**config.mk**
```make
export PLATFORM = sky130hd
export DESIGN_NAME = load_store_unit
export DESIGN_NICKNAME = d
export VERILOG_FILES = /design/src/rtl/load_store_unit.sv
export SDC_FILE = /design/constraint.sdc
export NUM_CORES = 1
export LEC_CHECK = 0
export CAP_MARGIN = 20
export CORE_MARGIN = 4
export CORE_UTILIZATION = 25
export CTS_BUF_LIST = sky130_fd_sc_hd__clkbuf_8
export DETAILED_ROUTE_END_ITERATION = 16
export GPL_TIMING_DRIVEN = 0
export PLACE_DENSITY_LB_ADDON = 0.25
export SKIP_CTS_REPAIR_TIMING = 1
export SLEW_MARGIN = 10
export SYNTH_ARGS = -nofsm -noshare
export SYNTH_HDL_FRONTEND = slang
export SYNTH_SLANG_ARGS = --single-unit
```
**constraint.sdc**
```tcl
create_clock -name clk -period 4.2 [get_ports clk]
set_clock_uncertainty 0.2 [all_clocks]
set_input_delay 0.84 -clock clk [delete_from_list [all_inputs] [get_ports clk]]
set_output_delay 0.84 -clock clk [all_outputs]
set_load 0.01 [all_outputs]
```
**src/rtl/load_store_unit.sv**
```systemverilog
// load_store_unit: bridges CPU load/store requests to a word-wide memory.
// Byte/half/word loads are extracted from the memory word and sign- or zero-extended.
// Word stores go straight to memory. Sub-word stores read the word, merge the new lane
// and write the word back.
// Misaligned accesses and illegal sizes complete with an error and no memory access.
// An ack that does not arrive within ACK_TIMEOUT wait cycles also completes with an error.
//
// Ports:
//   clk, rst_n          clock; synchronous active-low reset
//   req_i .. wdata_i    request: we, size, unsigned, byte address, right-aligned store data
//   busy_o              high in every state except idle
//   done_o, err_o       one-cycle completion pulse and its error flag
//   rdata_o             last successful load result
//   mem_*               single-cycle rd/wr strobes, word address, write data, read data, ack
module load_store_unit #(
    parameter int unsigned ACK_TIMEOUT = 16
) (
    input  logic        clk,
    input  logic        rst_n,
    input  logic        req_i,
    input  logic        we_i,
    input  logic [1:0]  size_i,
    input  logic        unsigned_i,
    input  logic [31:0] addr_i,
    input  logic [31:0] wdata_i,
    output logic        busy_o,
    output logic        done_o,
    output logic        err_o,
    output logic [31:0] rdata_o,
    output logic        mem_rd_en_o,
    output logic        mem_wr_en_o,
    output logic [31:0] mem_addr_o,
    output logic [31:0] mem_data_o,
    input  logic [31:0] mem_data_i,
    input  logic        mem_ack_i
);

    typedef enum logic [2:0] {StIdle, StRd, StRdWait, StWr, StWrWait, StDone} state_t;

    state_t      state_q, state_d;
    logic        we_q, we_d;
    logic [1:0]  size_q, size_d;
    logic        uns_q, uns_d;
    logic [31:0] addr_q, addr_d;
    logic [15:0] wdata_q, wdata_d;
    logic        err_q, err_d;
    logic [31:0] rdata_q, rdata_d;
    logic [31:0] mem_data_q, mem_data_d;
    logic [31:0] cnt_q, cnt_d;

    logic        misaligned;
    logic        timeout_hit;
    logic [4:0]  lane_sh;
    logic [31:0] shifted;
    logic [31:0] extracted;
    logic [31:0] lane_mask;
    logic [31:0] merged;

    assign misaligned = (size_i == 2'b11) ||
                        (size_i == 2'b01 && addr_i[0]) ||
                        (size_i == 2'b10 && addr_i[1:0] != 2'b00);

    // Fires on the wait cycle that would be the ACK_TIMEOUT-th without an ack.
    assign timeout_hit = (ACK_TIMEOUT != 0) && (cnt_q + 32'd1 == ACK_TIMEOUT);

    // Halves are aligned, so the byte-offset shift also selects the correct half lane.
    assign lane_sh = {addr_q[1:0], 3'b000};
    assign shifted = mem_data_i >> lane_sh;

    always_comb begin
        extracted = mem_data_i;
        lane_mask = 32'h0000_00ff << lane_sh;
        merged    = (mem_data_i & ~lane_mask) | ({24'h0, wdata_q[7:0]} << lane_sh);
        if (size_q == 2'b00) begin
            extracted = uns_q ? {24'h0, shifted[7:0]} : {{24{shifted[7]}}, shifted[7:0]};
        end else if (size_q == 2'b01) begin
            extracted = uns_q ? {16'h0, shifted[15:0]} : {{16{shifted[15]}}, shifted[15:0]};
            lane_mask = 32'h0000_ffff << lane_sh;
            merged    = (mem_data_i & ~lane_mask) | ({16'h0, wdata_q} << lane_sh);
        end
    end

    always_comb begin
        state_d    = state_q;
        we_d       = we_q;
        size_d     = size_q;
        uns_d      = uns_q;
        addr_d     = addr_q;
        wdata_d    = wdata_q;
        err_d      = err_q;
        rdata_d    = rdata_q;
        mem_data_d = mem_data_q;
        cnt_d      = cnt_q;
        unique case (state_q)
            StIdle: begin
                if (req_i) begin
                    we_d    = we_i;
                    size_d  = size_i;
                    uns_d   = unsigned_i;
                    addr_d  = addr_i;
                    wdata_d = wdata_i[15:0];
                    err_d   = misaligned;
                    if (misaligned) begin
                        state_d = StDone;
                    end else if (we_i && size_i == 2'b10) begin
                        mem_data_d = wdata_i;
                        state_d    = StWr;
                    end else begin
                        state_d = StRd;
                    end
                end
            end
            StRd: begin
                cnt_d   = 32'd0;
                state_d = StRdWait;
            end
            StRdWait: begin
                if (mem_ack_i) begin
                    if (we_q) begin
                        mem_data_d = merged;
                        state_d    = StWr;
                    end else begin
                        rdata_d = extracted;
                        state_d = StDone;
                    end
                end else if (timeout_hit) begin
                    err_d   = 1'b1;
                    state_d = StDone;
                end else begin
                    cnt_d = cnt_q + 32'd1;
                end
            end
            StWr: begin
                cnt_d   = 32'd0;
                state_d = StWrWait;
            end
            StWrWait: begin
                if (mem_ack_i) begin
                    state_d = StDone;
                end else if (timeout_hit) begin
                    err_d   = 1'b1;
                    state_d = StDone;
                end else begin
                    cnt_d = cnt_q + 32'd1;
                end
            end
            StDone: begin
                state_d = StIdle;
            end
            default: begin
                state_d = StIdle;
            end
        endcase
    end

    always_ff @(posedge clk) begin
        if (!rst_n) begin
            state_q    <= StIdle;
            we_q       <= 1'b0;
            size_q     <= 2'b00;
            uns_q      <= 1'b0;
            addr_q     <= 32'h0;
            wdata_q    <= 16'h0;
            err_q      <= 1'b0;
            rdata_q    <= 32'h0;
            mem_data_q <= 32'h0;
            cnt_q      <= 32'h0;
        end else begin
            state_q    <= state_d;
            we_q       <= we_d;
            size_q     <= size_d;
            uns_q      <= uns_d;
            addr_q     <= addr_d;
            wdata_q    <= wdata_d;
            err_q      <= err_d;
            rdata_q    <= rdata_d;
            mem_data_q <= mem_data_d;
            cnt_q      <= cnt_d;
        end
    end

    assign busy_o      = (state_q != StIdle);
    assign done_o      = (state_q == StDone);
    assign err_o       = (state_q == StDone) && err_q;
    assign rdata_o     = rdata_q;
    assign mem_rd_en_o = (state_q == StRd);
    assign mem_wr_en_o = (state_q == StWr);
    assign mem_addr_o  = {addr_q[31:2], 2'b00};
    assign mem_data_o  = mem_data_q;

endmodule
```
* After elaboration in Yosys (flattened, before gate mapping)
Cells that the tools add are included.
Word-level totals: output and inout bits 101, logic and storage cells 88, flip-flop bits (word level) 152
Operators by class: add/subtract/negate cells 1, shift-type cells 5, bitwise logic cells 7, reduce and logical (&&, ||, !) cells 20, eq/ne operators 18, muxes and demuxes 27
Operator list (number):
- 32-bit 2-to-1 mux | 13
- 32-bit case mux with 2 select lines | 2
- 32-bit AND | 2
- 32-bit NOT | 2
- 32-bit bitwise OR | 2
- 32-bit by 1-bit adder with 32-bit output, second input constant | 1
- 32-bit by 5-bit == test with 1-bit output, second input constant | 1
- 16-bit by 5-bit left shift with 32-bit output | 1
- 16-bit by 5-bit left shift with 32-bit output, first input constant | 1
- 8-bit by 5-bit left shift with 32-bit output | 1
- 8-bit by 5-bit left shift with 32-bit output, first input constant | 1
- 32-bit by 5-bit right shift with 16-bit output | 1
- 3-bit 2-to-1 mux | 6
- 3-bit case mux with 5 select lines | 1
- 2-bit != test, second input constant | 7
- 2-bit nonzero test | 4
- 3-bit by 2-bit == test with 1-bit output, second input constant | 2
- 3-bit == test, second input constant | 2
- 3-bit AND reduction | 2
- 6-bit AND reduction | 1
- 2-bit by 1-bit == test with 1-bit output, second input constant | 2
- 2-bit == test, second input constant | 2
- 1-bit logical AND | 4
- 4-bit AND reduction | 1
- other kinds (12) | 16

* Depth between registers and ports, before layout
depth after elaboration 9, depth in mapped cells 12

* Worst setup path before layout
Ideal clock, no wire load.
kind register -> register, from register cnt_q[0], to register cnt_q[17], setup slack 0.768 ns, library setup time 0.069 ns, path buffers 1, clock period less this slack 3.432 ns, arrival 3.163 ns, data required time 3.931 ns, cell stages (with the launch flop) 12, cells stage by stage dfxtp_1 ha_1 nand3_1 or2_2 or4_1 mux2i_1 and4_4 and4_4 or4_1 buf_2 or3_1 o21ai_1
On the way: word-level cells in the longest chain between the ends 4
Ends and longest elaborated chain:
- start, declared | line 49 | logic [31:0] cnt_q, cnt_d;
- start signal, assigned | line 178 | cnt_q <= cnt_d;
- 32-bit by 1-bit adder with 32-bit output * | line 64, 130, 144
- 32-bit by 5-bit == test with 1-bit output / 32-bit 2-to-1 mux (equally long branches) | line 64, 126, 140
- 2-bit != test (no line) / 32-bit 2-to-1 mux (equally long branches)
- 3-bit AND reduction (no line) / 32-bit case mux with 2 select lines (equally long branches)
Every way passes the cells marked *; elsewhere a longest branch is shown, timed or not. The select of a mux whose other input is x is not followed. A chain may end at the register's enable or synchronous reset.

* Worst setup path in the final report
from register cnt_q[0], to register cnt_q[10]
The elaborated chain is that of the path after synthesis.

==> results.toml <==
[logic_synthesis]
yosys.area.top_type_share_pct = 37.0
synth.top_cells.by_area = "dfxtp_1 37%, nand2_1 8.7%, a21boi_0 5.4%, a21oi_1 4.3%, o21ai_0 4.1%"
portion_of_the_post_synthesis_area_used_by_sequential_elements_pct = 37.0
ys.flop_type = "dfxtp_1"
post_synth_edffs = 0
asyncSetResetFlopFracSynth_pct = 0
netlist_area_um2 = 8230
synth.largest_area_cell = "dfxtp_1"
synthesis.area_per_instance_um2 = 7.73
synth-seq-cells = 152
synth.lib_cells_used.distinct = 64
instance_count_of_the_mapped_netlist = 1065
ys_warn_count = 0

[timing]
fin_tns_setup_ns = 0
maxClockFrequency_mhz = 257
relSlewSlack_pct = 29.8
total_of_endpoints_with_negative_setup_slack_in_the_final_report = 0
timing_worst_slew_pin_value_ns = 1.05
hold_slack_ns = 0.265
timing_max_transition_violations_final = 0
final_critical_path_setup_slack_ns = 0.303
rsz0062_at_grt = "no"
fin_crit_period_ns = 3.90
final.period_utilization_pct = 92.8
finalHoldViolCount = 0

[final_layout]
final_net_count = 1396
synthToLayoutAreaGrowth_pct = 36.8
post_route_cells_drive_above_1_share_pct = 7.85
antennaDiodeCount = 0

[power]
share_seq_of_total_power_pct = 42.5
peakVddDrop_mv = 0.204
power_switching_mw = 1.14
clock_power_share_pct = 34.6
intPower_mw = 2.59
p_leak_nw = 4.05
power.combinational.fraction_pct = 23.0
swShare_pct = 30.5
pwr_density_cell_nw_per_um2 = 331

[clock_network]
clk_root_buffer_cell = "clkbuf_8"
number_of_clock_sinks = 152
htree_num_levels = 4
cts_buffer_count = 17
cts.reportedPaths.clkPinSlew_ns = 0.09
max-clock-path-buffers = 2
tritoncts = "done"
clk_latency_ns = 0.47

[global_route]
grt_overflow = 0
track_usage_pct = 17.3
first_global_vias = 8317
initial_antenna_violation_count = 1
global_route_wire_length_before_repair_um = 48600
grt_max_degree = 17

[routing]
routedWlPerCell_um = 18.6
drc = 0
detail_route.wirelength_um = 32300
drtPass1Iterations = 5
route.antenna.remaining_nets = 0
initialDrtViolationCount = 573
routed_via_density = 4.91
vias = 8555

[critical_path]
cp.required_ns = 4.39
timing.critical_path.from_type = "flip-flop"
timing.critical_path.slowest_cell_delay_ns = 0.49
r2r.worst_path.cells = 12
path_cells = "ha_1 > nand3_2 > or2_2 > or4_1 > mux2i_1 > and4_4 > and4_4 > o32a_1 > buf_2 > buf_2 > a32oi_1 > mux2i_1"
critical-path-slowest-cell = "dfxtp_1"
crit_fanout = 10
worstPathArrival_ns = 4.09
worstSetupPathType = "reg -> reg"
setup.worst_path.end_class = "flip-flop"

[floorplanning]
io_pins = 205
floorplan.initialDensity_pct = 25.3
core_um2 = 32500
chipHeight_um = 189
core.rowCount = 66
fp.dieArea_um2 = 35900
dieWidth_um = 189

[place]
gp_congestion = 0.919
detailed_place_hpwl_um = 25000
port-buffer-count = 201
pre_cts_slack_ns = -0.00967

[flow_run]
maxCapViolCount = 0

[worst_hold_path]
hold_path_class = "reg -> reg"
hold-path-cell-count = 2

[outcome]
run_status = "finished, final reports clean"
-- metal layers --
| layer | global-route usage [%] | wire, um |
|---|---|---|
| met4 | 4.84 | 740 |
| met3 | 3.58 | 1990 |
| met2 | 29.9 | 15700 |
| met5 | 0 | 7 |
| met1 | 21.9 | 13900 |
-- cells in the final DEF (no fill, tap or decap), types with 8 or more instances in the layout --
cell type	n
a32oi_1	10
xnor2_1	11
a31oi_1	15
nor3b_1	10
clkbuf_1	66
inv_1	10
buf_2	9
nor2_1	74
nand4_1	12
o21ai_0	67
a22o_1	13
nand3_1	20
nand2_1	190
buf_4	36
and2_1	19
nor3_1	29
a221oi_1	8
mux2i_1	17
or2_2	10
a221o_1	9
a21boi_0	59
a21oi_1	70
dfxtp_1	152
clkbuf_8	20
and3_1	12
o211ai_1	18
nor2b_1	19
xor2_1	10
clkdlybuf4s50_1	201
-- critical path: cells and delay by family (launching register included) --
kind            cells  cell delay [ns]
simple gates        5             1.63
flops               1             0.49
mux                 2             0.38
buf+inv             2             0.53
compound gates      2             0.30
fa+ha+maj           1             0.29
-- registers in the layout (all words and copies together) (netlist names) --
name	count
state_q	3
wdata_q	16
mem_data_o	32
uns_q	1
cnt_q	32
size_q	2
rdata_o	32
addr_q	32
we_q	1
err_q	1
-- cell usage after synthesis, types with 3 or more instances --
cell / instances
buf_2: 9
o221ai_1: 7
nor3b_1: 10
dfxtp_1: 152
o211ai_1: 18
a221o_1: 9
xnor2_1: 11
or3_1: 3
o21ai_0: 67
or4_1: 3
a31oi_1: 15
nand4_1: 12
a221oi_1: 8
xor2_1: 10
a32o_1: 6
and3_1: 12
a21oi_1: 70
nor2_1: 75
or2_2: 10
nor2b_1: 19
nor4_1: 6
ha_1: 6
nand3_1: 21
a21boi_0: 59
buf_4: 36
a32oi_1: 10
inv_1: 10
a22o_1: 13
nand2b_1: 6
nand2_1: 190
nor3_1: 29
a22oi_1: 6
and4_1: 4
clkbuf_1: 68
mux2i_1: 17
and2_1: 19
-- power by group through the flow --
stage / sequential (mW) / combinational (mW) / clock [mW]
2_1_floorplan: 1.60 / 0.450 / 0
3_3_place_gp: 1.62 / 0.855 / 0
3_5_place_dp: 1.62 / 0.856 / 0
4_1_cts: 1.58 / 0.861 / 1.32
5_1_grt: 1.59 / 0.939 / 1.37
6_report: 1.58 / 0.856 / 1.29
-- final timing paths --
check            start        end  slack [ns]
min          addr_q[8]  addr_q[8]        0.26
max           cnt_q[0]  cnt_q[10]        0.30
min reg2reg  addr_q[8]  addr_q[8]        0.26
max reg2reg   cnt_q[0]  cnt_q[10]        0.30
-- cell families (layout without fill, tap and decap cells) --
kind of cell,count (synthesis),count (layout),share of synthesized area (%)
xor+xnor,21,21,2.23
simple gates,428,428,24.7
other cells,1,2,0.0455
fa+ha+maj,6,6,0.912
flops,152,152,37.0
compound gates,310,310,25.1
mux,18,18,2.20
buf+inv,129,362,7.84
-- layout make-up --
| type | instances | area, um^2 |
|---|---|---|
| buffer | 117 | 603 |
| sequential | 152 | 3040 |
| multi-input combinational | 785 | 4560 |
| timing repair buffer | 201 | 2010 |
| clock inverter | 12 | 173 |
| inverter | 12 | 45.0 |
| fill | 3510 | 21300 |
| clock buffer | 20 | 275 |
| tap | 442 | 553 |
-- stage by stage --
| stage | total power, mW | instance area [um^2] | util (%) | cells |
|---|---|---|---|---|
| finish | 3.73 | 11300 | 34.6 | 1741 |
| global route | 3.90 | 11300 | 34.6 | 1741 |
| CTS | 3.77 | 11200 | 34.6 | 1741 |
| detailed placement | 2.47 | 10800 | 33.2 | 1709 |
| global placement | 2.47 | 10800 | 33.2 | 1709 |
| floorplan | 2.05 | 8240 | - | 1066 |
No activity file was read; power rests on OpenSTA's default activity.
